<file path="config.mk">
export PLATFORM = sky130hd
export DESIGN_NAME = risc16_alu
export DESIGN_NICKNAME = d
export VERILOG_FILES = /design/src/rtl/risc16_alu.sv
export SDC_FILE = /design/constraint.sdc
export NUM_CORES = 1
export LEC_CHECK = 0
export ABC_AREA = 0
export BUFFER_PORTS_ARGS = -buffer_cell sky130_fd_sc_hd__buf_2
export CAP_MARGIN = 40
export CORE_MARGIN = 3
export CORE_UTILIZATION = 50
export CTS_BUF_LIST = sky130_fd_sc_hd__clkbuf_16
export DETAILED_ROUTE_END_ITERATION = 7
export HOLD_SLACK_MARGIN = 0.1
export PLACE_DENSITY = 0.72
export SKIP_CTS_REPAIR_TIMING = 1
export SYNTH_ARGS = -nofsm -noshare
export SYNTH_HDL_FRONTEND = slang
export SYNTH_SLANG_ARGS = --single-unit
</file>
<file path="constraint.sdc">
create_clock -name clk -period 3 [get_ports clk]
set_input_delay 0.3 -clock clk [delete_from_list [all_inputs] [get_ports clk]]
set_output_delay 0.3 -clock clk [all_outputs]
set_load 0.02 [all_outputs]
</file>
<file path="src/rtl/risc16_alu.sv">
// risc16_alu: registered RiSC-16 ALU with result word and zero flag.
// Optional shifter on codes 6/7 enabled by defining RISC16_ALU_SHIFT_EN.

`ifndef ALU_FUNCT_LEN
`define ALU_FUNCT_LEN 3
`endif
`ifndef ALU_ADD
`define ALU_ADD   3'b000
`define ALU_SUB   3'b001
`define ALU_NAND  3'b010
`define ALU_PASS1 3'b011
`define ALU_PASS2 3'b100
`define ALU_EQ    3'b101
`define ALU_SHL   3'b110
`define ALU_SHR   3'b111
`endif

module risc16_alu #(
    parameter int WORD_LENGTH = 16
) (
    input  logic                      clk,
    input  logic                      rst,
    input  logic [WORD_LENGTH-1:0]    src1,
    input  logic [WORD_LENGTH-1:0]    src2,
    input  logic [`ALU_FUNCT_LEN-1:0] funct,
    output logic [WORD_LENGTH-1:0]    result,
    output logic                      state
);

    localparam int SHW = $clog2(WORD_LENGTH);

    logic [WORD_LENGTH-1:0] w_result;
    logic                   w_zero;
    logic [WORD_LENGTH-1:0] r_result;
    logic                   r_state;

`ifdef RISC16_ALU_SHIFT_EN
    logic [SHW-1:0] w_shamt;
    assign w_shamt = src2[SHW-1:0];
`endif

    // Select the operation result; unused codes yield zero.
    always_comb begin
        w_result = '0;
        case (funct)
            `ALU_ADD:   w_result = src1 + src2;
            `ALU_SUB:   w_result = src1 - src2;
            `ALU_NAND:  w_result = ~(src1 & src2);
            `ALU_PASS1: w_result = src1;
            `ALU_PASS2: w_result = src2;
            `ALU_EQ:    w_result = {{(WORD_LENGTH-1){1'b0}}, (src1 == src2)};
`ifdef RISC16_ALU_SHIFT_EN
            `ALU_SHL:   w_result = src1 << w_shamt;
            `ALU_SHR:   w_result = src1 >> w_shamt;
`endif
            default:    w_result = '0;
        endcase
    end

    // Zero flag is derived from the value being loaded, so it never lags.
    assign w_zero = (w_result == '0);

    // Register result and flag; reset clears both, overriding any operation.
    always_ff @(posedge clk) begin
        if (rst) begin
            r_result <= '0;
            r_state  <= 1'b0;
        end else begin
            r_result <= w_result;
            r_state  <= w_zero;
        end
    end

    assign result = r_result;
    assign state  = r_state;

endmodule

</file>
# Yosys cells after proc, flatten, opt, wreduce, memory -nomap -nowiden
# Cells that the tools add are included.
[totals] ff_bits=17
[op_classes] n_bitwise=2 n_eq_ne=6 add_sub_neg=2 n_mux=1 reduce_logical=2
[ops] cell="$pmux W16 S6" n=1
[ops] cell="$add A16 B16 Y16" n=1
[ops] cell="$and A16 B16 Y16" n=1
[ops] cell="$eq A16 B16 Y1" n=1
[ops] cell="$logic_not A16 Y1" n=1
[ops] cell="$not A16 Y16" n=1
[ops] cell="$sub A16 B16 Y16" n=1
[ops] cell="$eq A3 B2 Y1 const B" n=2
[ops] cell="$eq A3 B3 Y1 const B" n=2
[ops] cell="$eq A3 B1 Y1 const B" n=1
[ops] cell="$logic_not A3 Y1" n=1

# Logic depth before layout (Yosys ltp)
# Gate-level depths: netlist (run 1).
[depth] ltp_word=4 depth_mapped=12

# Worst setup path after synthesis (run 1)
# OpenSTA, ideal clock, no wires.
[synth_timing] kind="input to register" from="in src1[0]" to="reg r_state (netlist: state)" path_slack_ps=519 path_buffers=0 arrival_time_ps=2408 t_required_ps=2927 path_stages=12 setup_time_ps=73 path_cell_list="ha_1 inv_1 fa_1 nor3_4 nor3_2 o31ai_1 a22o_1 xnor2_1 a222oi_1 and4_1 nand4_1 nor3_2"
[synth_between] elab_chain_len=4 word_cells_on_any_way=7
[synth_rtl] element="from (decl)" line_no="23" text="input logic [WORD_LENGTH-1:0] src1,"
[synth_rtl] element="branches (longest 2 deep; another with $sub A16 B16 Y16)"
[synth_rtl] element="$pmux W16 S6 (*)" line_no="45" text="case (funct)"
[synth_rtl] element="$logic_not A16 Y1 (*)" line_no="61" text="assign w_zero = (w_result == '0);"
[synth_rtl] element="to (signal assigned)" line_no="70" text="r_state <= w_zero;"
[synth_rtl] element="to (decl)" line_no="35" text="logic r_state;"
# Mark *: on every way between the ends.
# A chain may end at the register's enable or synchronous reset.

# Worst setup path in the final report (run 1)
[layout_timing] from="in src2[0]" to="reg r_state (netlist: state)"
[layout_between] elab_chain_len=4 word_cells_on_any_way=7
[layout_rtl] element="from (decl)" line_no="24" text="input logic [WORD_LENGTH-1:0] src2,"
[layout_rtl] element="branches (longest 2 deep; another with $sub A16 B16 Y16)"
[layout_rtl] element="$pmux W16 S6 (*)" line_no="45"
[layout_rtl] element="$logic_not A16 Y1 (*)" line_no="61"
# Marked as above.

==> flow_summary_export.csv, run 1 <==
group,metric,value,unit
placed_design,place_hpwl,6840,um
timing,finalSetupTns,0,ns
layout,n_antenna_cell,0,
timing,min_period,2.68,ns
clock_tree,cts_buffers,3,
floorplanning,pin_count,54,
global_routing,grt_pass1_wl,13600,um
logic_synthesis,synth_cell_types,71,
drt,route.detailed.drc,0,
drt,routed_wl,8550,um
drt,postRouteAntennaNets,0,
layout,fillCellCount,483,
timing,hold_violations,0,
min_path,holdPathStages,3,
timing,slew_headroom,0.630,
logic_synthesis,synth-async-reset-ratio,0,
drt,wl_met2,3840,um
logic_synthesis,ys_seq_area_frac,0.126,
floorplanning,fp.dieH,79.6,um
power_and_ir_drop,p_per_area,334,nW/um2
clock_tree,clock_sinks,17,
global_routing,grt_pass1_vias,2705,
power_and_ir_drop,ir_drop,286,uV
min_path,hp-start,"src2[2]",
clock_tree,cts.clk_slew.worst_paths,0.05,ns
drt,drtPass1Iterations,7,
logic_synthesis,ys_seq_elements,17,
floorplanning,core,5170,um2
drt,via_count,3074,
placed_design,gp_congestion,0.993,
layout,layout.nets,495,
clock_tree,clockBufferDepth,2,
timing,rsz0062_at_grt,"false",
power_and_ir_drop,power_leakage,1.47,nW
drt,drt_iter0_markers,282,
floorplanning,dieWidth,79.6,um
global_routing,grt_max_degree,31,
power_and_ir_drop,p_sw,0.413,mW
run,max-cap-violations,0,
setup_path,critPathKind,"input pin to register",
global_routing,grt_overflow,0,
drt,wl_per_cell,17.3,um
power_and_ir_drop,pwr-share-comb,0.526,
timing,tightest_slew,0.555,ns
run_status,status,"completed",
logic_synthesis,synthesis.nets,438,
drt,met1Wirelength,3670,um
layout,mostFrequentLayoutCells,"buf_2, nor2_1, ha_1, inv_1, nand2_1",
timing,layout_worst_path_cycle_share,0.895,
clock_tree,cts-root-buf,"clkbuf_16",
min_path,min_path_type,"input pin to register",
logic_synthesis,synth_edf_count,0,
layout,layout_commonest_cell,"buf_2",
timing,final-setup-viol-count,0,
timing,fmax,0.373,GHz
setup_path,arrival,2.86,ns
logic_synthesis,syn_area,2710,um2
clock_tree,cts_tree,"built",
setup_path,worst_setup_path_start_kind,"input pin",
setup_path,critical_path_required,3.17,ns
layout,area_delta_synth_final,16.8,%
layout,regArea,340,um2
placed_design,place_ws,0.119,ns
floorplanning,die_area,6340,um2
layout,drive_gt1_frac,0.225,
logic_synthesis,ys.flop_type,"dfxtp_1",
timing,drv_slew,0,
clock_tree,htreeDepth,1,
global_routing,grt_antenna_before_repair,0,
floorplanning,rows,26,
drt,via_per_inst,6.24,
power_and_ir_drop,switching_share,0.391,
placed_design,port_buffers,53,
power_and_ir_drop,power_frac_seq,0.235,
global_routing,grtUsageTotal,0.268,
drt,wl_met3,949,um
timing,layout_setup_ws,0.316,ns
setup_path,endpoint_kind,"register",
drt,routed.top_layer,"met4",
logic_synthesis,yosysWarnings,0,
logic_synthesis,synthCells,367,
setup_path,crit_fanout,4,
floorplanning,start_util,0.524,
power_and_ir_drop,p_clk_frac,0.239,
layout,multiInputGateArea,2110,um2
power_and_ir_drop,finalPower,1.06,mW
power_and_ir_drop,p_int,0.644,mW
logic_synthesis,syn_area_per_cell,7.38,um2
min_path,hold_end,"result[2]",
-- critical path, stage by stage --
cell      delay, ns
buf_2          0.12
ha_1           0.19
inv_1          0.06
fa_1           0.43
nor3_4         0.22
nor3_2         0.06
o31ai_1        0.30
a22o_1         0.22
xnor2_1        0.06
a222oi_1       0.35
and4_1         0.25
nand4_1        0.11
nor3_2         0.18
-- worst max path at each step --
stage	from	endpoint	slack (ns)	cells past startpoint
2_1_floorplan	src1[0]	state	0.52	12
3_3_place_gp	src2[0]	state	0.21	13
3_5_place_dp	src2[0]	state	0.12	13
4_1_cts	src2[0]	state	0.37	13
5_1_grt	src1[0]	state	0.20	13
6_report	src2[0]	state	0.32	13
-- metal layers --
layer,vias up,track usage
met5,-,0
met4,0,0.0567
met3,15,0.0530
met2,195,0.427
met1,1392,0.372
li1,1472,-
-- registers in the layout, indices dropped and copies added (netlist names) --
signal / cells
result: 16
state: 1
-- cells in the mapped netlist (2+ instances only) --
cell	n	share of area
xnor2_1	5	0.016
o211ai_1	6	0.017
o21ai_0	19	0.035
ha_1	32	0.15
a2111oi_0	3	0.0097
buf_2	6	0.011
nor4_1	2	0.0046
o21ai_1	7	0.013
a21o_1	4	0.011
o31ai_1	4	0.011
o221ai_1	2	0.0065
a222oi_1	3	0.011
buf_4	6	0.017
and4b_1	3	0.011
nand2_1	27	0.037
nor2b_1	10	0.023
buf_6	3	0.012
nor3_1	10	0.018
nor2_1	32	0.044
a211oi_1	5	0.014
a2bb2oi_1	2	0.0065
inv_2	2	0.0028
nand2b_1	4	0.0092
o2111ai_1	2	0.0065
o21bai_2	2	0.0083
a22oi_1	7	0.019
clkbuf_1	7	0.0097
xor2_1	3	0.0097
a22o_1	4	0.013
a21oi_1	25	0.046
nand3_1	9	0.017
dfxtp_1	17	0.13
a31oi_1	8	0.018
a211o_1	3	0.0097
nor3b_1	4	0.011
nor3_2	2	0.0074
and4_1	3	0.0097
inv_1	30	0.042
nand4_1	5	0.012
a221o_1	2	0.0074
mux2i_1	3	0.011
o21a_1	4	0.011
fa_1	2	0.015
-- layout make-up --
cell class,count,area share
Inverter,32,0.0380
Clock buffer,3,0.0237
Sequential cell,17,0.108
Timing Repair Buffer,74,0.134
Tap cell,70,0.0277
Clock inverter,1,0.00119
Multi-Input combinational cell,296,0.668
-- power groups by stage --
stage	Clock, mW	Combinational (mW)	Sequential, mW
floorplan	0	0.348	0.278
global placement	0	0.539	0.253
detailed placement	0	0.540	0.253
CTS	0.257	0.543	0.249
global route	0.263	0.603	0.250
finish	0.253	0.556	0.249
-- kinds of logic after synthesis --
group                      share of synthesized area
muxes                                         0.0111
and+or+nand+nor                                0.245
DFF                                            0.126
adders and majority gates                      0.163
buffers and inverters                         0.0942
AOI/OAI and AO/OA                              0.336
xor gates and xnor gates                      0.0259
-- stage by stage --
step,hold slack [ns],cells,area [um2],utilization
5_1_grt,0.417,493,3160,0.612
2_1_floorplan,0.369,367,2710,-
6_report,0.385,493,3160,0.612
3_3_place_gp,0.628,489,3090,0.597
3_5_place_dp,0.634,489,3090,0.597
4_1_cts,0.383,493,3160,0.612
Note: power is estimated with default switching activity, not from simulation.
==> inputs of run 2 (changes only) <==
--- a/config.mk
+++ b/config.mk
@@ -8,12 +8,14 @@
 export ABC_AREA = 0
 export BUFFER_PORTS_ARGS = -buffer_cell sky130_fd_sc_hd__buf_2
 export CAP_MARGIN = 40
+export CELL_PAD_IN_SITES_DETAIL_PLACEMENT = 1
+export CELL_PAD_IN_SITES_GLOBAL_PLACEMENT = 2
 export CORE_MARGIN = 3
-export CORE_UTILIZATION = 50
+export CORE_UTILIZATION = 32
 export CTS_BUF_LIST = sky130_fd_sc_hd__clkbuf_16
 export DETAILED_ROUTE_END_ITERATION = 7
 export HOLD_SLACK_MARGIN = 0.1
-export PLACE_DENSITY = 0.72
+export PLACE_DENSITY = 0.8
 export SKIP_CTS_REPAIR_TIMING = 1
 export SYNTH_ARGS = -nofsm -noshare
 export SYNTH_HDL_FRONTEND = slang
==> run 2 against run 1 <==
Compared with the run above: maximum frequency decreased by 1.5%; hold slack better by 0.023 ns; worst setup slack worse by 0.042 ns; highest routed layer unchanged; via count fell by 2.3%; sequential share of layout area shrank 0.11 points; count of clock-buffer cells in the layout stayed put; routed wire length is 16% higher; combinational power is 2% higher.
==> flow_summary_export.csv, run 2 (same netlist as run 1, synthesis figures left out) <==
group,metric,value,unit
setup_path,endpoint_kind,"register",
global_routing,grt_pass1_vias,3089,
timing,rsz0062_at_grt,"false",
layout,multiInputGateArea,2120,um2
setup_path,crit_fanout,4,
setup_path,cp_top_family,"simple AND/OR/NAND/NOR gates",
setup_path,arrival,2.90,ns
timing,layout_worst_path_cycle_share,0.909,
timing,slew_headroom,0.618,
layout,fillCellCount,1043,
layout,layout.nets,494,
timing,drv_slew,0,
run,max-cap-violations,0,
global_routing,grt_use_met1,0.298,
floorplanning,core,7970,um2
floorplanning,die_area,9610,um2
layout,regArea,340,um2
power_and_ir_drop,p_int,0.643,mW
clock_tree,htreeDepth,1,
timing,layout_setup_ws,0.274,ns
clock_tree,cts_buffers,3,
timing,finalSetupTns,0,ns
power_and_ir_drop,ir_drop,144,uV
global_routing,use_met2,0.329,
setup_path,cp_slowest_cell,"fa_1",
floorplanning,dieWidth,98.0,um
setup_path,crit_buf_inv,2,
power_and_ir_drop,p_clk_frac,0.238,
layout,drive_gt1_frac,0.223,
floorplanning,start_util,0.340,
timing,tightest_slew,0.574,ns
drt,routed_wl,9930,um
placed_design,place_hpwl,8080,um
layout,mostFrequentLayoutCells,"buf_2, nor2_1, ha_1, inv_1, nand2_1",
timing,hold-worst-slack,0.409,ns
drt,drtPass1Iterations,4,
global_routing,grt_max_degree,28,
floorplanning,fp.dieH,98.0,um
layout,n_antenna_cell,0,
power_and_ir_drop,switching_share,0.398,
drt,via_count,3004,
global_routing,use_met3,0.0186,
global_routing,grt-busiest-layer,"met2",
setup_path,critical_path_required,3.17,ns
layout,largest_reg_flops,16,
drt,wl_per_cell,18.9,um
layout,area_delta_synth_final,18.0,%
clock_tree,clockBufferDepth,2,
clock_tree,cts-root-buf,"clkbuf_16",
min_path,min_path_type,"input pin to register",
floorplanning,pin_count,54,
drt,drt_iter0_markers,206,
power_and_ir_drop,pwr-share-comb,0.529,
layout,layout_commonest_cell,"buf_2",
placed_design,port_buffers,53,
timing,final-setup-viol-count,0,
timing,fmax,0.367,GHz
global_routing,grtUsageTotal,0.203,
power_and_ir_drop,p_per_area,334,nW/um2
placed_design,place_ws,0.0409,ns
clock_tree,clock_sinks,17,
global_routing,grt_antenna_before_repair,0,
power_and_ir_drop,power_frac_seq,0.233,
drt,route.detailed.drc,0,
setup_path,crit_top_cell,"nor3_2",
run_status,status,"completed",
timing,hold_violations,0,
global_routing,grt_pass1_wl,16100,um
timing,min_period,2.73,ns
setup_path,worst_setup_path_start_kind,"input pin",
drt,via_per_inst,5.73,
power_and_ir_drop,finalPower,1.07,mW
drt,postRouteAntennaNets,0,
floorplanning,rows,32,
clock_tree,cts.clk_slew.worst_paths,0.05,ns
setup_path,critPathMaxStageDelay,0.43,ns
clock_tree,cts_tree,"built",
placed_design,gp_congestion,0.922,
global_routing,grt_overflow,0,
power_and_ir_drop,power_leakage,1.46,nW
setup_path,path_cells,"buf_2 -> ha_1 -> inv_1 -> fa_1 -> nor3_4 -> nor3_2 -> o31ai_1 -> a22o_1 -> xnor2_1 -> a222oi_1 -> and4_1 -> nand4_1 -> nor3_2",
setup_path,critPathKind,"input pin to register",
power_and_ir_drop,p_sw,0.426,mW
[run 2: changes by cell type in the layout (fill, tap and decap cells not counted), sizes merged]
cell | before | now
buf | 74 | 73
[run 2: routing by layer]
layer	vias to the layer above	wire [um]
met2	91	4460
met4	0	60
li1	1465	-
met5	-	0
met1	1442	4880
met3	6	525
[run 2: power by group through the flow]
stage	Combinational, mW	Sequential [mW]	Clock [mW]
2_1_floorplan	0.348	0.278	0
3_3_place_gp	0.552	0.252	0
3_5_place_dp	0.557	0.254	0
4_1_cts	0.560	0.250	0.258
5_1_grt	0.622	0.251	0.267
6_report	0.566	0.249	0.254
[run 2: worst min-delay path: stages]
cell and delay (ns):
buf_2 0.11, a31oi_1 0.12, nor2_1 0.08
[run 2: cell type report]
type	count	share of cell area
clock inverter	1	0.00117
timing repair buffer	73	0.130
clock buffer	3	0.0235
tap	102	0.0399
inverter	32	0.0376
sequential	17	0.106
multi-input combinational	296	0.662
[run 2: final timing paths]
path	start	to	slack, ns	depth (start not counted)
max	src2[0]	state	0.27	13
min	src2[2]	result[2]	0.41	3
[run 2: through the flow]
step | instance area (um2) | util | std cells
after floorplan | 2710 | - | 367
after global placement | 3120 | 0.391 | 520
after detailed placement | 3120 | 0.391 | 520
after CTS | 3200 | 0.401 | 524
after global routing | 3200 | 0.401 | 524
final | 3200 | 0.401 | 524
